===== config.mk =====
export PLATFORM = sky130hd
export DESIGN_NAME = mem_access_unit
export DESIGN_NICKNAME = d
export VERILOG_FILES = /design/src/rtl/mips_pkg.sv /design/src/rtl/lsu_align.sv /design/src/rtl/mem_access_unit.sv
export SDC_FILE = /design/constraint.sdc
export NUM_CORES = 1
export LEC_CHECK = 0
export CORE_ASPECT_RATIO = 0.5
export CORE_MARGIN = 2
export CORE_UTILIZATION = 60
export CTS_CLUSTER_DIAMETER = 40
export DETAILED_ROUTE_END_ITERATION = 8
export DONT_BUFFER_PORTS = 1
export GPL_TIMING_DRIVEN = 0
export HOLD_SLACK_MARGIN = 0.15
export PLACE_DENSITY = 0.76
export RECOVER_POWER = 50
export SETUP_SLACK_MARGIN = 0.05
export SYNTH_ARGS = -nofsm -noshare
export SYNTH_HDL_FRONTEND = slang
export SYNTH_SLANG_ARGS = --single-unit

===== constraint.sdc =====
create_clock -name clock -period 2.3 [get_ports clock]
set_input_delay 0.23 -clock clock [delete_from_list [all_inputs] [get_ports clock]]
set_output_delay 0.23 -clock clock [all_outputs]
set_load 0.005 [all_outputs]

===== src/rtl/mips_pkg.sv =====
// Shared opcodes, FSM encoding and lane constants for the data-memory access unit.
package mips_pkg;

   localparam int unsigned OP_W   = 6;
   localparam int unsigned DATA_W = 32;

   localparam logic [OP_W-1:0] OP_NOP = 6'h00;
   localparam logic [OP_W-1:0] OP_LB  = 6'h20;
   localparam logic [OP_W-1:0] OP_LH  = 6'h21;
   localparam logic [OP_W-1:0] OP_LW  = 6'h23;
   localparam logic [OP_W-1:0] OP_LBU = 6'h24;
   localparam logic [OP_W-1:0] OP_LHU = 6'h25;
   localparam logic [OP_W-1:0] OP_SB  = 6'h28;
   localparam logic [OP_W-1:0] OP_SH  = 6'h29;
   localparam logic [OP_W-1:0] OP_SW  = 6'h2b;

   // Big-endian lane offsets within a word
   localparam logic [1:0] BYTE_OFF0 = 2'd0;
   localparam logic [1:0] BYTE_OFF1 = 2'd1;
   localparam logic [1:0] BYTE_OFF2 = 2'd2;
   localparam logic [1:0] BYTE_OFF3 = 2'd3;
   localparam logic [1:0] HALF_OFF0 = 2'd0;
   localparam logic [1:0] HALF_OFF2 = 2'd2;

   typedef enum logic [2:0] {
      ST_IDLE,
      ST_ACCESS,
      ST_RMW_READ,
      ST_RMW_WRITE,
      ST_RESP
   } state_e;

   function automatic logic is_misaligned(input logic [OP_W-1:0] op, input logic [1:0] off);
      logic mis;
      mis = 1'b0;
      case (op)
         OP_LW, OP_SW:          mis = (off != 2'b00);
         OP_LH, OP_LHU, OP_SH:  mis = off[0];
         default:               mis = 1'b0;
      endcase
      return mis;
   endfunction

endpackage


===== src/rtl/lsu_align.sv =====
// Combinational lane logic: sub-word load extract/extend and sub-word store merge.
module lsu_align
   import mips_pkg::*;
(
   input  logic [OP_W-1:0]   op,
   input  logic [1:0]        offset,
   input  logic [DATA_W-1:0] word,
   input  logic [15:0]       storedata,
   output logic [DATA_W-1:0] loadword,
   output logic [DATA_W-1:0] mergedword
);

   logic [7:0]  byte_sel;
   logic [15:0] half_sel;
   logic        half_lo;

   always_comb begin
      half_lo  = ({offset[1], 1'b0} == HALF_OFF2);
      byte_sel = word[7:0];
      case (offset)
         BYTE_OFF0: byte_sel = word[31:24];
         BYTE_OFF1: byte_sel = word[23:16];
         BYTE_OFF2: byte_sel = word[15:8];
         BYTE_OFF3: byte_sel = word[7:0];
         default:   byte_sel = word[7:0];
      endcase
      half_sel = half_lo ? word[15:0] : word[31:16];
   end

   always_comb begin
      loadword = word;
      case (op)
         OP_LB:   loadword = {{24{byte_sel[7]}}, byte_sel};
         OP_LBU:  loadword = {24'h000000, byte_sel};
         OP_LH:   loadword = {{16{half_sel[15]}}, half_sel};
         OP_LHU:  loadword = {16'h0000, half_sel};
         default: loadword = word;
      endcase
   end

   // Replace only the addressed lane(s); everything else keeps the read word
   always_comb begin
      mergedword = word;
      case (op)
         OP_SB: begin
            case (offset)
               BYTE_OFF0: mergedword[31:24] = storedata[7:0];
               BYTE_OFF1: mergedword[23:16] = storedata[7:0];
               BYTE_OFF2: mergedword[15:8]  = storedata[7:0];
               default:   mergedword[7:0]   = storedata[7:0];
            endcase
         end
         OP_SH: begin
            if (half_lo) mergedword[15:0]  = storedata;
            else         mergedword[31:16] = storedata;
         end
         default: mergedword = word;
      endcase
   end

endmodule


===== src/rtl/mem_access_unit.sv =====
// Load/store sequencer for a word-only memory port; adds byte/half loads and RMW sub-word stores.
module mem_access_unit
   import mips_pkg::*;
#(
   parameter int unsigned ADDR_WIDTH  = 32,
   parameter bit          CHECK_ALIGN = 1'b1
) (
   input  logic                  clock,
   input  logic                  reset,
   input  logic                  req_valid,
   output logic                  req_ready,
   input  logic [OP_W-1:0]       req_op,
   input  logic [ADDR_WIDTH-1:0] req_address,
   input  logic [DATA_W-1:0]     req_storedata,
   output logic                  resp_valid,
   output logic [DATA_W-1:0]     resp_loaddata,
   output logic                  resp_misaligned,
   output logic [OP_W-1:0]       mem_op,
   output logic [ADDR_WIDTH-1:0] mem_address,
   output logic [DATA_W-1:0]     mem_writevalue,
   input  logic [DATA_W-1:0]     mem_readvalue
);

   state_e                state_q, state_d;
   logic [OP_W-1:0]       op_q, op_d;
   logic [ADDR_WIDTH-1:0] addr_q, addr_d;
   logic [DATA_W-1:0]     sdata_q, sdata_d;
   logic [DATA_W-1:0]     rdword_q, rdword_d;
   logic [DATA_W-1:0]     resp_data_q, resp_data_d;
   logic                  resp_mis_q, resp_mis_d;
   logic                  resp_valid_q;

   logic [DATA_W-1:0]     align_word;
   logic [DATA_W-1:0]     loadword;
   logic [DATA_W-1:0]     mergedword;

   // Loads extract from live read data; RMW merges into the word captured in RMW_READ
   assign align_word = (state_q == ST_RMW_WRITE) ? rdword_q : mem_readvalue;

   lsu_align u_lsu_align (
      .op         (op_q),
      .offset     (addr_q[1:0]),
      .word       (align_word),
      .storedata  (sdata_q[15:0]),
      .loadword   (loadword),
      .mergedword (mergedword)
   );

   always_ff @(posedge clock) begin
      if (reset) begin
         state_q      <= ST_IDLE;
         op_q         <= OP_NOP;
         addr_q       <= '0;
         sdata_q      <= '0;
         rdword_q     <= '0;
         resp_data_q  <= '0;
         resp_mis_q   <= 1'b0;
         resp_valid_q <= 1'b0;
      end else begin
         state_q      <= state_d;
         op_q         <= op_d;
         addr_q       <= addr_d;
         sdata_q      <= sdata_d;
         rdword_q     <= rdword_d;
         resp_data_q  <= resp_data_d;
         resp_mis_q   <= resp_mis_d;
         resp_valid_q <= (state_d == ST_RESP);
      end
   end

   // Next-state and response capture; response regs only change on entry to RESP
   always_comb begin
      state_d     = state_q;
      op_d        = op_q;
      addr_d      = addr_q;
      sdata_d     = sdata_q;
      rdword_d    = rdword_q;
      resp_data_d = resp_data_q;
      resp_mis_d  = resp_mis_q;
      case (state_q)
         ST_IDLE: begin
            if (req_valid) begin
               op_d    = req_op;
               addr_d  = req_address;
               sdata_d = req_storedata;
               if (CHECK_ALIGN && is_misaligned(req_op, req_address[1:0])) begin
                  state_d     = ST_RESP;
                  resp_data_d = '0;
                  resp_mis_d  = 1'b1;
               end else begin
                  case (req_op)
                     OP_LW, OP_LB, OP_LBU, OP_LH, OP_LHU, OP_SW: state_d = ST_ACCESS;
                     OP_SB, OP_SH:                               state_d = ST_RMW_READ;
                     default: begin
                        state_d     = ST_RESP;
                        resp_data_d = '0;
                        resp_mis_d  = 1'b0;
                     end
                  endcase
               end
            end
         end
         ST_ACCESS: begin
            state_d     = ST_RESP;
            resp_data_d = (op_q == OP_SW) ? '0 : loadword;
            resp_mis_d  = 1'b0;
         end
         ST_RMW_READ: begin
            rdword_d = mem_readvalue;
            state_d  = ST_RMW_WRITE;
         end
         ST_RMW_WRITE: begin
            state_d     = ST_RESP;
            resp_data_d = '0;
            resp_mis_d  = 1'b0;
         end
         ST_RESP: state_d = ST_IDLE;
         default: state_d = ST_IDLE;
      endcase
   end

   // Memory port decode; reset suppresses any access so an in-flight store never lands
   always_comb begin
      mem_op = OP_NOP;
      case (state_q)
         ST_ACCESS:    mem_op = (op_q == OP_SW) ? OP_SW : OP_LW;
         ST_RMW_READ:  mem_op = OP_LW;
         ST_RMW_WRITE: mem_op = OP_SW;
         default:      mem_op = OP_NOP;
      endcase
      if (reset) mem_op = OP_NOP;
   end

   assign mem_address     = {addr_q[ADDR_WIDTH-1:2], 2'b00};
   assign mem_writevalue  = (state_q == ST_RMW_WRITE) ? mergedword : sdata_q;
   assign req_ready       = (state_q == ST_IDLE);
   assign resp_valid      = resp_valid_q;
   assign resp_loaddata   = resp_data_q;
   assign resp_misaligned = resp_mis_q;

endmodule


After elaboration in Yosys (flattened, before gate mapping)
Cells that the tools add are included.
{ "classes": {"muxes": 31, "n_eq_ne": 24, "reduce_logical": 15} }
{ "op_table": {"columns": ["cell", "count"], "rows": [
  ["two-way mux 32 bit", 6],
  ["one-hot mux 32 bit (4 select lines)", 1],
  ["one-hot mux 32 bit (3 select lines)", 1],
  ["== test 6 bit (second input constant)", 15],
  ["one-hot mux 32 bit (2 select lines)", 1],
  ["two-way mux 16 bit", 3],
  ["two-way mux 8 bit", 4],
  ["one-hot mux 8 bit (4 select lines)", 1],
  ["one-hot mux 6 bit (3 select lines)", 1],
  ["one-hot mux 3 bit (3 select lines)", 1],
  ["OR reduction 8 bit", 1],
  ["== test 3 x 2 -> 1 bit (second input constant)", 2],
  ["two-way mux 3 bit", 2],
  ["two-way mux 6 bit", 1],
  ["one-hot mux 3 bit (2 select lines)", 1],
  ["AND reduction 3 bit", 2],
  ["OR reduction 2 bit", 3],
  ["OR reduction 3 bit", 2],
  ["OR reduction 6 bit", 1],
  ["two-way mux 1 bit", 5],
  ["== test 2 bit (second input constant)", 2],
  ["two-way mux 4 bit", 1],
  ["one-hot mux 1 bit (2 select lines)", 2],
  ["nonzero test 2 bit", 2],
  ["9 further kinds", 9]
]} }
{ "totals": {"wordCells": 78, "out_inout_bits": 105, "reg_bits": 139} }

Depth between registers and ports, before layout
{ "logic_depth": {"ltp_word": 9, "mapped_depth": 9, "mapped_depth_nobuf": 5} }

Modules after synthesis
From an unflattened synthesis, not the netlist that was laid out.
{ "hier_totals": {"hier_cells": 838, "area_unflattened_um2": 7255.7} }
{ "modules_own_cells": {"columns": ["module", "area_each_um2", "seq_area_each_um2", "cells_per_inst", "n_inst"], "rows": [
  ["mem_access_unit", 5873.1, 2782.7, 673, 1],
  ["lsu_align", 1382.6, 0.0, 165, 1]
]} }

Worst setup path after synthesis
OpenSTA, ideal clock, no wires.
{ "synth_timing": {"kind": "register to output", "startpoint": "register state_q[2]", "endpoint": "output mem_writevalue[0]", "path_buffers": 4, "path_slack_ns": 0.235, "required_time_ns": 2.070, "arrival_ns": 1.835, "path_stages_with_launch": 8, "path_cell_list": "dfxtp_1 buf_2 nand3b_4 buf_4 buf_4 buf_2 a21oi_2 mux2_2"} }
{ "synth_between": {"elab_chain_len": 5} }
{ "synth_rtl": {"columns": ["item", "line", "text"], "rows": [
  ["from (decl)", "mem_access_unit.sv:24", "state_e state_q, state_d;"],
  ["from (signal assigned)", "mem_access_unit.sv:60", "state_q <= state_d;"],
  ["== test 3 x 2 -> 1 bit (*)", "mem_access_unit.sv:38, mem_access_unit.sv:135", null],
  ["two-way mux 32 bit", "mem_access_unit.sv:38", "assign align_word = (state_q == ST_RMW_WRITE) ? rdword_q : mem_readvalue;"],
  ["two-way mux 16 bit or two-way mux 8 bit (tied branches)", "lsu_align.sv:54, lsu_align.sv:46", null],
  ["one-hot mux 32 bit (2 select lines)", "lsu_align.sv:44", "case (op)"],
  ["two-way mux 32 bit (*)", "mem_access_unit.sv:135", "assign mem_writevalue = (state_q == ST_RMW_WRITE) ? mergedword : sdata_q;"],
  ["to (decl)", "mem_access_unit.sv:20", "output logic [DATA_W-1:0] mem_writevalue,"]
]} }
Mark *: on every way between the ends. The rest lies on a longest branch, timed or not.

Final worst setup path
{ "layout_timing": {"startpoint": "register state_q[0]", "endpoint": "output mem_writevalue[30]"} }
Same word-level chain as after synthesis.

==> results.ini <==
[critical_path]
crit_path_start = state_q[0]
crit_path_end = mem_writevalue[30]
critPathMostFrequentCell = buf_12
critPathArrivalTime_ns = 2.20
rr_endpoint = resp_loaddata[11]
cp_max_fo = 7
start_kind = flip-flop
required_ns = 2.07
regToRegStartpoint = state_q[0]
slowest_delay_ns = 0.41
critPathKind = flip-flop to primary output
reg2reg_slack_ns = -0.04
crit_path_end_kind = primary output
critPathTopFamily = compound AO/OA/AOI/OAI gates
crit_buf_inv = 3
ff2ff_path_depth = 8
critPathSlowestCell = a222oi_1
worstPathCellList = buf_6 > nand3b_4 > buf_12 > buf_12 > mux2i_4 > a21oi_2 > a222oi_1 > o21ai_1
path_depth = 8

[status]
status = finished, violations left
failed_checks = DRC, setup timing

[route]
wire_per_inst_um = 25.88
route.detailed.drc = 77
drtIter0Drc = 1544
ant_nets = 0
via_count = 8552
drt_wl_total_um = 31780
vias_per_cell = 6.964
drt_first_pass_iters = 9

[synth]
yosysUniqueCellTypes = 55
synth_edf_count = 0
synth-main-ff-cell = dfxtp_1
mappedNetlistArea_mm2 = 0.007061
yosysTopAreaCellShare_pct = 39.41
postSynthAreaPerCell_um2 = 7.951
synth_top_area_cell = dfxtp_1
ys_seq_elements = 139
async_reset_ff_share_pct = 0
ys_warn_count = 0
netlist_top_cells_area = dfxtp_1 39%, nand2_1 14%, a21oi_1 8.6%
syn_inst = 888
synth_seq_area_share_pct = 39.41

[timing]
fin_skew_ns = 0.01154
worst_slew_pin_slew_ns = 0.9124
rsz0062_at_grt = true
slew_violations = 0
finalCritPeriodShare_pct = 105.5
setup_ws_ns = -0.1274
final.min_clock_period_ns = 2.427
final-setup-viol-count = 17
relSlewSlack_pct = 39.01
max_freq_mhz = 412.0
hold_viol = 0

[layout]
drive_gt1_share_pct = 22.08
n_fill_cell = 501
num_antenna_cells = 0
layout_common_cells = 252 x nand2_1, 131 x dfxtp_1, 118 x a21oi_1
area_delta_synth_final_pct = 41.45
multi_input_area_mm2 = 0.004279
post-route-util_pct = 89.05
final_common_cell = nand2_1
regArea_mm2 = 0.002798
layout.nets = 1162

[pwr]
finalPower_mw = 6.384
p_leak_nw = 3.907
powerDensity_mw_per_mm2 = 639.2
peakVddDrop_uv = 554.3

[grt]
antenna_found_initial = 0
grt_overflow = 0
grt_pass1_wl_um = 42510
grt_pass1_vias = 7691
grt_usage_pct = 44.51
grt_max_degree = 17

[clock_tree]
insertion_delay_ns = 0.43
cts.sinks = 139
cts-root-buf = clkbuf_16
cts_buffers = 17
clock_path_buffers = 2
cts_tree = built
cts.clk_slew.worst_paths_ns = 0.06
h-tree-depth = 4

[place]
place_congestion = 0.9607
dp_hpwl_um = 17220
io_buffers = 0

[die]
io_pins = 210
core_mm2 = 0.01122
fp.dieH_um = 80.71
die_w_um = 157.4
initial_core_util_pct = 62.95
dieArea_mm2 = 0.01270
rows = 27

[worst_hold_path]
hp-class = primary input to flip-flop

[job]
maxCapViolations = 0

## sequential cells by signal, summed over array words and instances (netlist names)
register         flops
resp_misaligned      1
op_q                 6
addr_q              32
resp_loaddata       32
state_q              3
rdword_q            32
resp_valid           1
sdata_q             32
## how the worst min path moves through the flow
stage	to	slack, ns	start	depth (start not counted)
2_1_floorplan	addr_q[10]	0.37	req_address[10]	2
3_3_place_gp	rdword_q[5]	0.37	mem_readvalue[5]	2
3_5_place_dp	rdword_q[22]	0.37	mem_readvalue[22]	2
4_1_cts	resp_misaligned	0.16	req_op[5]	3
5_1_grt	resp_misaligned	0.17	req_op[5]	3
6_report	resp_loaddata[31]	0.18	reset	2
## kinds of logic (layout without fill, tap and decap cells)
family	Yosys count	after routing	synth area share, %
flip-flops	139	139	39.41
buffers and inverters	108	286	8.382
multiplexers	46	46	8.276
AO/OA/AOI/OAI	256	256	23.20
other	1	4	0.05311
AND/OR/NAND/NOR	338	338	20.68
## metrics by stage
step           instance area, µm²  setup TNS [ns]  hold slack (ns)  setup slack, ns  instances
6_report                     9987         -0.4651           0.1780          -0.1274       1228
5_1_grt                      9987          -1.070           0.1702          -0.1254       1228
4_1_cts                      9748               0           0.1562         0.002822       1212
3_5_place_dp                 7271          -5.079           0.3721          -0.3072       1050
3_3_place_gp                 7271          -5.068           0.3668          -0.2939       1050
2_1_floorplan                7072               0           0.3660           0.2347        891
## routing by layer
| layer | vias up | share of wire, % | wire (µm) | track usage (%) |
|---|---|---|---|---|
| li1 | 3409 | - | - | - |
| met1 | 3943 | 34 | 10910 | 54.60 |
| met2 | 879 | 41 | 13000 | 69.13 |
| met3 | 318 | 17 | 5277 | 17.27 |
| met4 | 3 | 8.0 | 2529 | 21.91 |
| met5 | - | 0.20 | 65 | 0 |
## synthesized netlist by cell type (all sizes together) (4+ instances only)
library cell	n
nand2b	4
clkbuf	44
a211o	19
nand2	260
a22oi	14
a21o	4
nor2	34
a221oi	6
and2	4
a211oi	8
dfxtp	139
nor2b	4
buf	61
mux2i	28
nor3	8
a32o	9
o21ai	43
a22o	7
a21oi	123
mux2	9
o221ai	7
mux4	9
o2bb2ai	6
nand3	8
## final cells by class
class | count | share of cell area, %
plain buffers | 100 | 6.402
well taps | 159 | 1.992
repair buffers | 152 | 14.73
clock inverters | 14 | 1.616
clock buffers | 17 | 4.260
inverters | 3 | 0.1378
multi-input cells | 644 | 42.85
flip-flops and latches | 139 | 28.01
## worst reg2reg max path, delay by kind of cell (launching register included)
family,cells,cell delay [ns]
buf+inv,3,0.46
simple gates,1,0.10
mux,1,0.58
compound gates,3,0.76
flops,1,0.32
## power by group
group          total, mW  internal (mW)  switching (mW)
sequential          2.61           2.50           0.116
clock               2.81           1.62            1.19
combinational      0.960          0.409           0.552
## repair_timing
item,4_1_cts,5_1_grt
hold endpoints to repair,123,0
endpoints found under the setup margin,55,80
setup buffers,30,22
gates cloned,1,0
hold buffers,103,0
resized for setup,143,49
pin swaps,28,28
Note: power is estimated with default switching activity, not from simulation.
==> patch: new RTL, same flow settings <==
The parameter `ADDR_WIDTH` goes from 32 to 40.
--- a/src/rtl/mem_access_unit.sv
+++ b/src/rtl/mem_access_unit.sv
@@ -2,7 +2,7 @@
 module mem_access_unit
    import mips_pkg::*;
 #(
-   parameter int unsigned ADDR_WIDTH  = 32,
+   parameter int unsigned ADDR_WIDTH  = 40,
    parameter bit          CHECK_ALIGN = 1'b1
 ) (
    input  logic                  clock,
Ports: changed (resized mem_address and req_address); port bits go from 210 to 226. The function was not compared with the original's and may differ.
==> patch against the original RTL <==
The flow finishes with violations (negative setup slack); wire length is 6.3% lower; worst hold slack improved by 0.0042 ns; cell count up 3.4%; sequential cell count is 8 higher; synthesized area up 3.5%; global-route usage down 3.0 points; final area is 1.5% higher; setup slack gained 0.045 ns; total power increased by 0.44%; via count shrank 2.4%; count of clock-buffer cells in the layout is 2 higher.
==> patch: results (changes against the original RTL) <==
- Leakage: 3.78 nW (-3.3%)
- Routed wl met2: 12800 µm (-1.4%)
- WL final: 29800 µm (-6.3%)
- Seq/Total Area, Yosys: 40.3% (+0.86 points)
- WL per Instance: 23.5 µm (-9.4%)
- Post-synthesis cell type count: 56 (+1.8%)
- WP data arrival: 2.15 ns (-0.05 ns)
- Status: finished with violations
- GRT Total Usage: 41.5% (-3.0 points)
- DR iter-0 viols: 1194 (-23%)
- GP Congestion: 0.977 (+1.7%)
- Metal3 WL: 4330 µm (-18%)
- Count of final setup violators: 21 (+4)
- RR Endpoint: resp_loaddata[7]
- Post-CTS setup buffer count: 17 (-43%)
- First-pass DRT Iterations: 8 (-1)
- Net Sw Power: 0.00190 W (+2.3%)
- Setup WS post-layout: -0.0823 ns (+0.0451 ns)
- DRT met1 WL: 10800 µm (-1.1%)
- Hold Path Depth: 3 (+1)
- Post-synth top cells: nand2_1, dfxtp_1, a21oi_1
- Post-Place Cells: 1100 (+4.8%)
- Failing checks: negative setup slack
- GR Util met1: 52.0% (-2.6 points)
- Post_cts resized: 112 (-22%)
- Reg2reg start: op_q[1]
- Met2 Use GR: 67.1% (-2.1 points)
- Global-route wire length before repair: 41600 µm (-2.2%)
-- patch: metrics by stage --
| stage | utilization [%] | worst slack, ns | hold slack (ns) | TNS [ns] | instance area (µm²) |
|---|---|---|---|---|---|
| after global placement | 63.5 | -0.167 | 0.367 | -1.76 | 7520 |
| after global routing | 85.6 | -0.154 | 0.181 | -2.32 | 10100 |
| after floorplan | - | 0.353 | 0.366 | 0 | 7320 |
| after CTS | 82.5 | -0.0584 | 0.152 | -0.524 | 9770 |
| after detailed placement | 63.5 | -0.166 | 0.373 | -1.82 | 7520 |
| final | 85.6 | -0.0823 | 0.182 | -0.737 | 10100 |
-- patch: final cells by class --
cell class | count | area, µm²
plain buffers | 114 | 686
clock buffers | 19 | 453
clock inverters | 13 | 114
fillers | 665 | 1710
inverters | 2 | 10.0
multi-input cells | 670 | 4310
flip-flops and latches | 147 | 2960
well taps | 165 | 206
repair buffers | 140 | 1400
